--- config.mk ---
export PLATFORM = sky130hd
export DESIGN_NAME = rr_arb_grant_ctrl_flat
export DESIGN_NICKNAME = d
export VERILOG_FILES = /design/src/rtl/rr_arb_grant_ctrl_if.sv /design/src/rtl/rr_arb_grant_ctrl.sv /design/src/flat_wrapper.sv
export SDC_FILE = /design/constraint.sdc
export NUM_CORES = 1
export LEC_CHECK = 0
export CAP_MARGIN = 20
export CORE_UTILIZATION = 30
export DETAILED_ROUTE_END_ITERATION = 16
export PLACE_DENSITY = 0.57
export SLEW_MARGIN = 25
export SYNTH_ARGS = -nofsm -noshare
export SYNTH_HDL_FRONTEND = slang
export SYNTH_SLANG_ARGS = --single-unit
--- constraint.sdc ---
create_clock -name clk -period 1.94 [get_ports clk]
set_input_delay 0.388 -clock clk [delete_from_list [all_inputs] [get_ports clk]]
set_output_delay 0.388 -clock clk [all_outputs]
set_load 0.005 [all_outputs]
--- src/rtl/rr_arb_grant_ctrl_if.sv ---
// Request/grant bundle between ingress requesters, the grant controller and the PPE.
// The controller takes the master view; the requester/PPE side takes the slave view.
interface rr_arb_grant_ctrl_if #(
    parameter int ARB_WIDTH    = 4,
    parameter int ARB_WIDTH_L2 = $clog2(ARB_WIDTH)
);
    logic [ARB_WIDTH-1:0]    arb_req;
    logic [ARB_WIDTH-1:0]    arb_eop;
    logic                    arb_ready;
    logic [ARB_WIDTH-1:0]    arb_gnt;
    logic [ARB_WIDTH_L2-1:0] arb_gnt_bin;
    logic                    arb_gnt_vld;
    logic                    arb_tout;
    logic [ARB_WIDTH-1:0]    ppe_vec_in;
    logic [ARB_WIDTH_L2-1:0] ppe_priority;
    logic [ARB_WIDTH-1:0]    ppe_vec_out;
    logic [ARB_WIDTH_L2-1:0] ppe_bin_out;

    modport master (
        input  arb_req, arb_eop, arb_ready, ppe_vec_out, ppe_bin_out,
        output arb_gnt, arb_gnt_bin, arb_gnt_vld, arb_tout, ppe_vec_in, ppe_priority
    );

    modport slave (
        output arb_req, arb_eop, arb_ready, ppe_vec_out, ppe_bin_out,
        input  arb_gnt, arb_gnt_bin, arb_gnt_vld, arb_tout, ppe_vec_in, ppe_priority
    );
endinterface

--- src/rtl/rr_arb_grant_ctrl.sv ---
// Round-robin grant controller: captures the PPE winner into a packet-granular held grant
// and rotates the priority pointer past each served port on release.
module rr_arb_grant_ctrl #(
    parameter int ARB_WIDTH    = 4,
    parameter int ARB_WIDTH_L2 = $clog2(ARB_WIDTH),
    parameter int HOLD_MAX     = 64
) (
    input  logic                clk,
    input  logic                rst,
    rr_arb_grant_ctrl_if.master bus
);
    localparam int CNT_W = (HOLD_MAX > 0) ? $clog2(HOLD_MAX + 1) : 1;
    localparam logic [CNT_W-1:0] CNT_SAT  = '1;
    localparam logic [CNT_W-1:0] CNT_LAST = (HOLD_MAX > 0) ? CNT_W'(HOLD_MAX - 1) : '0;
    localparam logic [ARB_WIDTH_L2-1:0] LAST_PORT = ARB_WIDTH_L2'(ARB_WIDTH - 1);

    typedef enum logic {IDLE, GRANT} state_t;

    state_t                  state_q, state_d;
    logic [ARB_WIDTH-1:0]    gnt_q, gnt_d;
    logic [ARB_WIDTH_L2-1:0] gnt_bin_q, gnt_bin_d;
    logic                    gnt_vld_q, gnt_vld_d;
    logic                    tout_q, tout_d;
    logic [ARB_WIDTH_L2-1:0] prio_q, prio_d;
    logic [CNT_W-1:0]        cnt_q, cnt_d;

    logic eop_acc;
    logic abort;
    logic tmo;

    always_ff @(posedge clk) begin
        if (rst) begin
            state_q   <= IDLE;
            gnt_q     <= '0;
            gnt_bin_q <= '0;
            gnt_vld_q <= 1'b0;
            tout_q    <= 1'b0;
            prio_q    <= '0;
            cnt_q     <= '0;
        end else begin
            state_q   <= state_d;
            gnt_q     <= gnt_d;
            gnt_bin_q <= gnt_bin_d;
            gnt_vld_q <= gnt_vld_d;
            tout_q    <= tout_d;
            prio_q    <= prio_d;
            cnt_q     <= cnt_d;
        end
    end

    always_comb begin
        state_d   = state_q;
        gnt_d     = gnt_q;
        gnt_bin_d = gnt_bin_q;
        gnt_vld_d = gnt_vld_q;
        tout_d    = 1'b0;
        prio_d    = prio_q;
        cnt_d     = cnt_q;
        eop_acc   = 1'b0;
        abort     = 1'b0;
        tmo       = 1'b0;

        case (state_q)
            IDLE: begin
                // An empty PPE vector with live requests is illegal; wait it out in IDLE.
                if (|bus.arb_req && |bus.ppe_vec_out) begin
                    state_d   = GRANT;
                    gnt_d     = bus.ppe_vec_out;
                    gnt_bin_d = bus.ppe_bin_out;
                    gnt_vld_d = 1'b1;
                    cnt_d     = '0;
                end
            end
            GRANT: begin
                eop_acc = bus.arb_req[gnt_bin_q] & bus.arb_eop[gnt_bin_q] & bus.arb_ready;
                abort   = !bus.arb_req[gnt_bin_q];
                tmo     = (HOLD_MAX != 0) && (cnt_q == CNT_LAST);
                if (eop_acc || abort || tmo) begin
                    state_d   = IDLE;
                    gnt_d     = '0;
                    gnt_bin_d = '0;
                    gnt_vld_d = 1'b0;
                    tout_d    = tmo && !eop_acc;
                    // Explicit wrap keeps the pointer legal when ARB_WIDTH is not a power of two.
                    prio_d    = (gnt_bin_q == LAST_PORT) ? '0
                                                         : gnt_bin_q + ARB_WIDTH_L2'(1);
                end else if (cnt_q != CNT_SAT) begin
                    cnt_d = cnt_q + CNT_W'(1);
                end
            end
        endcase
    end

    assign bus.arb_gnt      = gnt_q;
    assign bus.arb_gnt_bin  = gnt_bin_q;
    assign bus.arb_gnt_vld  = gnt_vld_q;
    assign bus.arb_tout     = tout_q;
    assign bus.ppe_vec_in   = bus.arb_req;
    assign bus.ppe_priority = prio_q;
endmodule

--- src/flat_wrapper.sv ---
// flat-port wrapper written by rule: the top's interface ports become plain ports
module rr_arb_grant_ctrl_flat 
#(
    parameter int ARB_WIDTH    = 4,
    parameter int ARB_WIDTH_L2 = $clog2(ARB_WIDTH),
    parameter int HOLD_MAX     = 64
)
  (clk, rst, bus_arb_req, bus_arb_eop, bus_arb_ready, bus_ppe_vec_out, bus_ppe_bin_out, bus_arb_gnt, bus_arb_gnt_bin, bus_arb_gnt_vld, bus_arb_tout, bus_ppe_vec_in, bus_ppe_priority);
  rr_arb_grant_ctrl_if #(.ARB_WIDTH(ARB_WIDTH), .ARB_WIDTH_L2(ARB_WIDTH_L2)) bus_i ();
  input  logic clk;
  input  logic rst;
  input wire logic [$bits(bus_i.arb_req)-1:0] bus_arb_req;
  input wire logic [$bits(bus_i.arb_eop)-1:0] bus_arb_eop;
  input wire logic [$bits(bus_i.arb_ready)-1:0] bus_arb_ready;
  input wire logic [$bits(bus_i.ppe_vec_out)-1:0] bus_ppe_vec_out;
  input wire logic [$bits(bus_i.ppe_bin_out)-1:0] bus_ppe_bin_out;
  output wire logic [$bits(bus_i.arb_gnt)-1:0] bus_arb_gnt;
  output wire logic [$bits(bus_i.arb_gnt_bin)-1:0] bus_arb_gnt_bin;
  output wire logic [$bits(bus_i.arb_gnt_vld)-1:0] bus_arb_gnt_vld;
  output wire logic [$bits(bus_i.arb_tout)-1:0] bus_arb_tout;
  output wire logic [$bits(bus_i.ppe_vec_in)-1:0] bus_ppe_vec_in;
  output wire logic [$bits(bus_i.ppe_priority)-1:0] bus_ppe_priority;
  assign bus_i.arb_req = bus_arb_req;
  assign bus_i.arb_eop = bus_arb_eop;
  assign bus_i.arb_ready = bus_arb_ready;
  assign bus_i.ppe_vec_out = bus_ppe_vec_out;
  assign bus_i.ppe_bin_out = bus_ppe_bin_out;
  assign bus_arb_gnt = bus_i.arb_gnt;
  assign bus_arb_gnt_bin = bus_i.arb_gnt_bin;
  assign bus_arb_gnt_vld = bus_i.arb_gnt_vld;
  assign bus_arb_tout = bus_i.arb_tout;
  assign bus_ppe_vec_in = bus_i.ppe_vec_in;
  assign bus_ppe_priority = bus_i.ppe_priority;
  rr_arb_grant_ctrl #(.ARB_WIDTH(ARB_WIDTH), .ARB_WIDTH_L2(ARB_WIDTH_L2), .HOLD_MAX(HOLD_MAX)) u_core (.clk(clk), .rst(rst), .bus(bus_i));
endmodule
==> results.toml, run 1 <==
[synth]
async_reset_ff_frac = 0
synth-seq-cells = 18
yosysUniqueCellTypes = 33
synth-xor-area-share = 0
synthesis.nets = 125
ys_seq_area_frac = 0.369
synth-edff-count = 0
synthMuxAreaShare = 0.0654
synth_top_family_by_area = "compound AO/OA/AOI/OAI gates"
synth_top_flop_cell = "dfxtp_1"
synth-compound-area-share = 0.221
yosys.area_share.adder = 0.0256
syn_area_um2 = 976
ys_warn_count = 0
synthesis.instances = 106
synthSimpleGateAreaFrac = 0.209
avgSynthCellArea_um2 = 9.21

[sta]
fmax_mhz = 551
relSlewSlack = 0.703
finalMaxSlewViolations = 0
min_period_ns = 1.81
setup_tns_ns = 0
hold_viol = 0
tightest_slew_ns = 0.442
period_share = 0.935
skew_ns = 0.00297
setup_viol = 0
rsz0062_at_grt = "no"

[final_layout]
final_nets = 163
final_cell_area_mm2 = 0.00141
fillers = 314
multiInputGateArea_um2 = 513
drive_gt1_frac = 0.182
n_antenna_cell = 0
regArea_um2 = 360
areaGrowthSynthToFinish_pct = 44.2

[detailed_routing]
drtAntennaViolNets = 0
wl_per_cell_um = 12.2
firstDrtPassIters = 4
wl_met3_um = 103
drtIter0Drc = 29
via_count = 951
route.met2.wl_mm = 1.15
wl_met1_mm = 1.02
drc = 0
totalWireLength_mm = 2.28
avgViaCountPerCell = 5.09
dr.max_layer_used = "met3"

[clock_tree]
clk_path_buf_depth = 2
path_clk_slew_ns = 0.10
clk_latency_ns = 0.29
cts.sinks = 18
postCtsHoldBufs = 0
cts_tree = "done"
root_buffer = "clkbuf_4"
numCtsBuffers = 3
postCtsSetupBuffers = 0
h-tree-depth = 1
cts_resized = 0

[global_routing]
grt_max_degree = 20
overflow = 0
grt_pass1_vias = 871
antenna_found_initial = 0
grt_pass1_wl_mm = 3.74
grt_use_total = 0.140

[critical_path]
path_buf_inv = 2
crit_required_ns = 2.17
r2r_slack_ns = 0.18
worstSetupPathType = "in -> reg"
critPathMaxFanout = 4
critPathMaxStageDelay_ns = 0.50
slowest_stage = "clkdlybuf4s50_1"
rr_endpoint = "u_core.cnt_q[2]"
worstPathArrival_ns = 2.04
rr_worst_depth = 5
cpLargestDelayFamily = "buffers and inverters"
start_kind = "input pin"
r2r-start = "u_core.bus.arb_gnt_bin[0]"
path_cells = "clkdlybuf4s50_1 -> mux4_2 -> o221ai_2 -> buf_4 -> or4_1 -> a21oi_1"
endpoint_kind = "flop"

[floorplanning]
fp.dieW_um = 59.0
start_util = 0.317
ios = 31
fp-row-count = 20
die_height_um = 59.0
coreArea_mm2 = 0.00308
dieArea_mm2 = 0.00349

[power]
p_leak_uw = 0.000514
vdd_drop_max_mv = 0.386
power.density_mw_per_mm2 = 625

[worst_hold_path]
min_to = "u_core.bus.ppe_priority[1]"
hold_class = "reg -> reg"
hold_path.startpoint = "u_core.bus.ppe_priority[1]"
worstHoldPathCells = 2

[job]
max_cap_viol_count = 0

[placement]
place_area_mm2 = 0.00137
place_congestion = 0.786
numPortBuffers = 30
dp.final_hpwl_mm = 1.76

[status]
outcome = "completed"
-- worst max path at each step --
| stage | start | endpoint | slack, ns | cells past startpoint |
|---|---|---|---|---|
| global route | u_core.bus.arb_gnt_bin[0] | u_core.cnt_q[5] | 0.03 | 6 |
| detailed placement | bus_arb_req[0] | u_core.bus.arb_gnt[0] | -0.30 | 6 |
| floorplan | u_core.bus.arb_gnt_bin[0] | u_core.bus.ppe_priority[0] | 0.07 | 6 |
| CTS | bus_arb_req[0] | u_core.bus.arb_gnt[2] | 0.02 | 6 |
| global placement | bus_arb_req[0] | u_core.bus.arb_gnt[0] | -0.22 | 6 |
| finish | bus_arb_req[3] | u_core.cnt_q[2] | 0.13 | 6 |
-- area by class of cell --
type                       count  area share
multi-input combinational     68       0.364
timing repair buffer          45       0.293
sequential                    18       0.256
tap                           44      0.0391
clock buffer                   4      0.0258
inverter                       8      0.0213
-- metal layers --
layer	vias up	track usage
li1	479	-
met1	447	0.177
met2	25	0.237
met3	0	0.0284
met4	0	0.0442
met5	-	0
-- through the flow --
step / cells / total power [uW] / util / setup WS [ns] / hold WS (ns)
global route: 187 / 933 / 0.457 / 0.0287 / 0.518
CTS: 187 / 894 / 0.456 / 0.0203 / 0.492
detailed placement: 183 / 658 / 0.444 / -0.295 / 0.471
global placement: 183 / 655 / 0.444 / -0.216 / 0.460
finish: 187 / 880 / 0.457 / 0.126 / 0.487
floorplan: 106 / 537 / - / 0.0707 / 0.465
-- flip-flops by register name (all words and copies together) (netlist names) --
signal	flops
u_core.bus.ppe_priority	2
u_core.bus.arb_gnt_vld	1
u_core.cnt_q	7
u_core.state_q	1
u_core.bus.arb_tout	1
u_core.bus.arb_gnt	4
u_core.bus.arb_gnt_bin	2
-- Yosys cell counts, drive strengths merged (3+ instances only) --
master	instances	area [um2]
a21oi	4	20.0
dfxtp	18	360
or4	5	37.5
buf	8	62.6
nand2	4	15.0
inv	8	30.0
o211ai	6	45.0
clkbuf	4	15.0
nand3b	7	52.6
nand3	5	25.0
mux2i	3	30.0
o32ai	6	52.6
nand2b	4	25.0
a31oi	3	18.8
-- cells in the final DEF (no fill, tap or decap), types with 3 or more instances in the layout --
cell type | Yosys | routed
a21oi_1 | 4 | 4
a31oi_1 | 3 | 3
buf_4 | 4 | 15
clkbuf_4 | 0 | 3
clkdlybuf4s50_1 | 0 | 30
dfxtp_1 | 18 | 18
inv_1 | 8 | 8
mux2i_1 | 3 | 3
nand2_1 | 4 | 4
nand2b_1 | 4 | 4
nand3_1 | 5 | 4
nand3b_1 | 7 | 7
o211ai_1 | 6 | 6
o32ai_1 | 6 | 6
or4_1 | 5 | 5
-- cells by family (layout without fill, tap and decap cells) --
kind of cell | after synthesis | in the layout
AO/OA/AOI/OAI | 28 | 28
adder cells (fa/ha/maj) | 2 | 2
buffers and inverters | 20 | 57
flip-flops | 18 | 18
multiplexers | 5 | 5
AND/OR/NAND/NOR | 33 | 33
-- power breakdown --
group	total [uW]	switching (uW)	internal, uW
Sequential	413	21.6	392
Combinational	238	95.5	142
Clock	228	114	114
Total	880	231	648
-- worst reg2reg max path: stages, from the launching register on --
cell and delay (ns):
dfxtp_1 0.45, mux2i_1 0.31, o221ai_2 0.16, buf_4 0.17
or4_1 0.47, a21oi_1 0.13
(Power assumes the default switching activity.)
==> run 2, diff against run 1 <==
Settings changed: PLACE_DENSITY 0.57 to 0.55, RECOVER_POWER set to 50.
Clock period 1.94 ns to 2.3 ns, I/O delays scaled along.
==> run 2 against run 1 <==
Cell count fell by 5.9%. Highest routed layer is now met4. Cell area fell by 6.2%. Via count fell by 6.0%. Sequential share of layout area rose by 1.7 points. Utilization fell by 2.8 points. Setup slack improved by 0.089 ns. Global-route usage rose by 0.30 points. Worst hold slack got worse by 0.0044 ns. Sequential power fell by 16%. Register-to-register slack improved by 0.18 ns. Combinational power fell by 29%.
==> results.toml, run 2 (synthesis results as in run 1) <==
[status]
outcome = "completed"

[critical_path]
worstSetupPathType = "in -> reg"
crit_required_ns = 2.51
start_kind = "input pin"
critPathMaxFanout = 11
worstPathArrival_ns = 2.30
endpoint_kind = "flop"

[detailed_routing]
firstDrtPassIters = 4
avgViaCountPerCell = 5.08
drc = 0
drtAntennaViolNets = 0
wl_per_cell_um = 12.3
totalWireLength_mm = 2.17
via_count = 894
drtIter0Drc = 16

[clock_tree]
numCtsBuffers = 3
root_buffer = "clkbuf_4"
postCtsHoldBufs = 0
postCtsSetupBuffers = 0
h-tree-depth = 1
path_clk_slew_ns = 0.11
cts_resized = 0
cts.sinks = 18
cts_tree = "done"
clk_path_buf_depth = 2
clk_latency_ns = 0.30

[sta]
setup_tns_ns = 0
tightest_slew_ns = 0.462
skew_ns = 0.00115
fmax_mhz = 480
min_period_ns = 2.08
fin_hold_ws_ns = 0.483
finalMaxSlewViolations = 0
relSlewSlack = 0.690
rsz0062_at_grt = "no"
hold_viol = 0
period_share = 0.906
setup_viol = 0

[power]
vdd_drop_max_mv = 0.239
power.density_mw_per_mm2 = 545
p_sw_uw = 198
p_int_uw = 522
combPwrFrac = 0.234
swShare = 0.275
p_leak_uw = 0.000482
clockPowerShare = 0.282
p_seq_frac = 0.484

[worst_hold_path]
hold_class = "reg -> reg"

[floorplanning]
fp-row-count = 20
coreArea_mm2 = 0.00308
die_height_um = 59.0
dieArea_mm2 = 0.00349
ios = 31
start_util = 0.317
fp.dieW_um = 59.0

[placement]
numPortBuffers = 30
place_inst = 172
place_congestion = 0.789
dp.final_hpwl_mm = 1.69

[global_routing]
grt_pass1_wl_mm = 3.69
antenna_found_initial = 0
overflow = 0
grt_pass1_vias = 862
grt_use_total = 0.143
grt_max_degree = 24

[final_layout]
largest_reg_flops = 7
areaGrowthSynthToFinish_pct = 35.3
regArea_um2 = 360
final_cell_mix = "18 x dfxtp_1, 17 x clkdlybuf4s50_1, 13 x dlygate4sd3_1, 8 x inv_1, 7 x nand3b_1"
final_nets = 152
multiInputGateArea_um2 = 508
fillers = 321
regMostFlops = "u_core.cnt_q"
layout.cells.non_filler = 176
final_common_cell = "dfxtp_1"
n_antenna_cell = 0
drive_gt1_frac = 0.106

[job]
max_cap_viol_count = 0
-- run 2: changes by cell type in the layout (fill, tap and decap cells not counted), sizes merged --
cell / before / now
buf: 15 / 4
clkdlybuf4s50: 30 / 17
dlygate4sd3: 0 / 13
-- run 2: worst paths after layout --
path	slack (ns)	endpoint	start	cells after the start
hold reg to reg	0.48	u_core.bus.ppe_priority[1]	u_core.bus.ppe_priority[1]	2
setup / recovery	0.22	u_core.bus.arb_gnt[0]	bus_arb_req[0]	6
setup reg to reg	0.36	u_core.bus.ppe_priority[0]	u_core.bus.arb_gnt_bin[0]	4
hold / removal	0.48	u_core.bus.ppe_priority[1]	u_core.bus.ppe_priority[1]	2
-- run 2: through the flow --
step / area, um2 / util / power (uW) / worst slack, ns
floorplan: 976 / - / 453 / 0.431
global placement: 1280 / 0.417 / 531 / 0.0423
detailed placement: 1280 / 0.417 / 533 / 0.0216
CTS: 1320 / 0.429 / 740 / 0.323
global route: 1320 / 0.429 / 764 / 0.135
finish: 1320 / 0.429 / 719 / 0.215
-- run 2: layout make-up --
class | instances | area share
timing repair buffer | 34 | 0.250
multi-input combinational | 68 | 0.385
sequential | 18 | 0.273
tap | 44 | 0.0417
clock buffer | 4 | 0.0275
inverter | 8 | 0.0227
-- run 2: power groups by stage --
| stage | logic (uW) | clock network, uW | registers [uW] |
|---|---|---|---|
| after floorplan | 104 | 0 | 349 |
| after global placement | 175 | 0 | 356 |
| after detailed placement | 176 | 0 | 357 |
| after CTS | 177 | 213 | 350 |
| after global routing | 186 | 226 | 352 |
| final | 169 | 203 | 348 |
-- run 2: critical path, cell delays in order --
cell           delay (ns)
dlygate4sd3_1        0.56
or4_1                0.56
nand3_1              0.28
buf_4                0.23
nand3b_1             0.09
o32ai_1              0.12
-- run 2: routing by layer --
layer  up-vias  GRT usage  wire length [um]
met5         -          0                 0
met2        23      0.239              1060
met4         0     0.0612                35
met1       411      0.174               995
met3         5     0.0349                83
li1        455          -                 -
==> run 3, diff against run 2 <==
Settings changed: CAP_MARGIN 20 to 40, TNS_END_PERCENT set to 5.
==> results of run 3 <==
Final layout, timing and power as in run 2 (identical DEF).
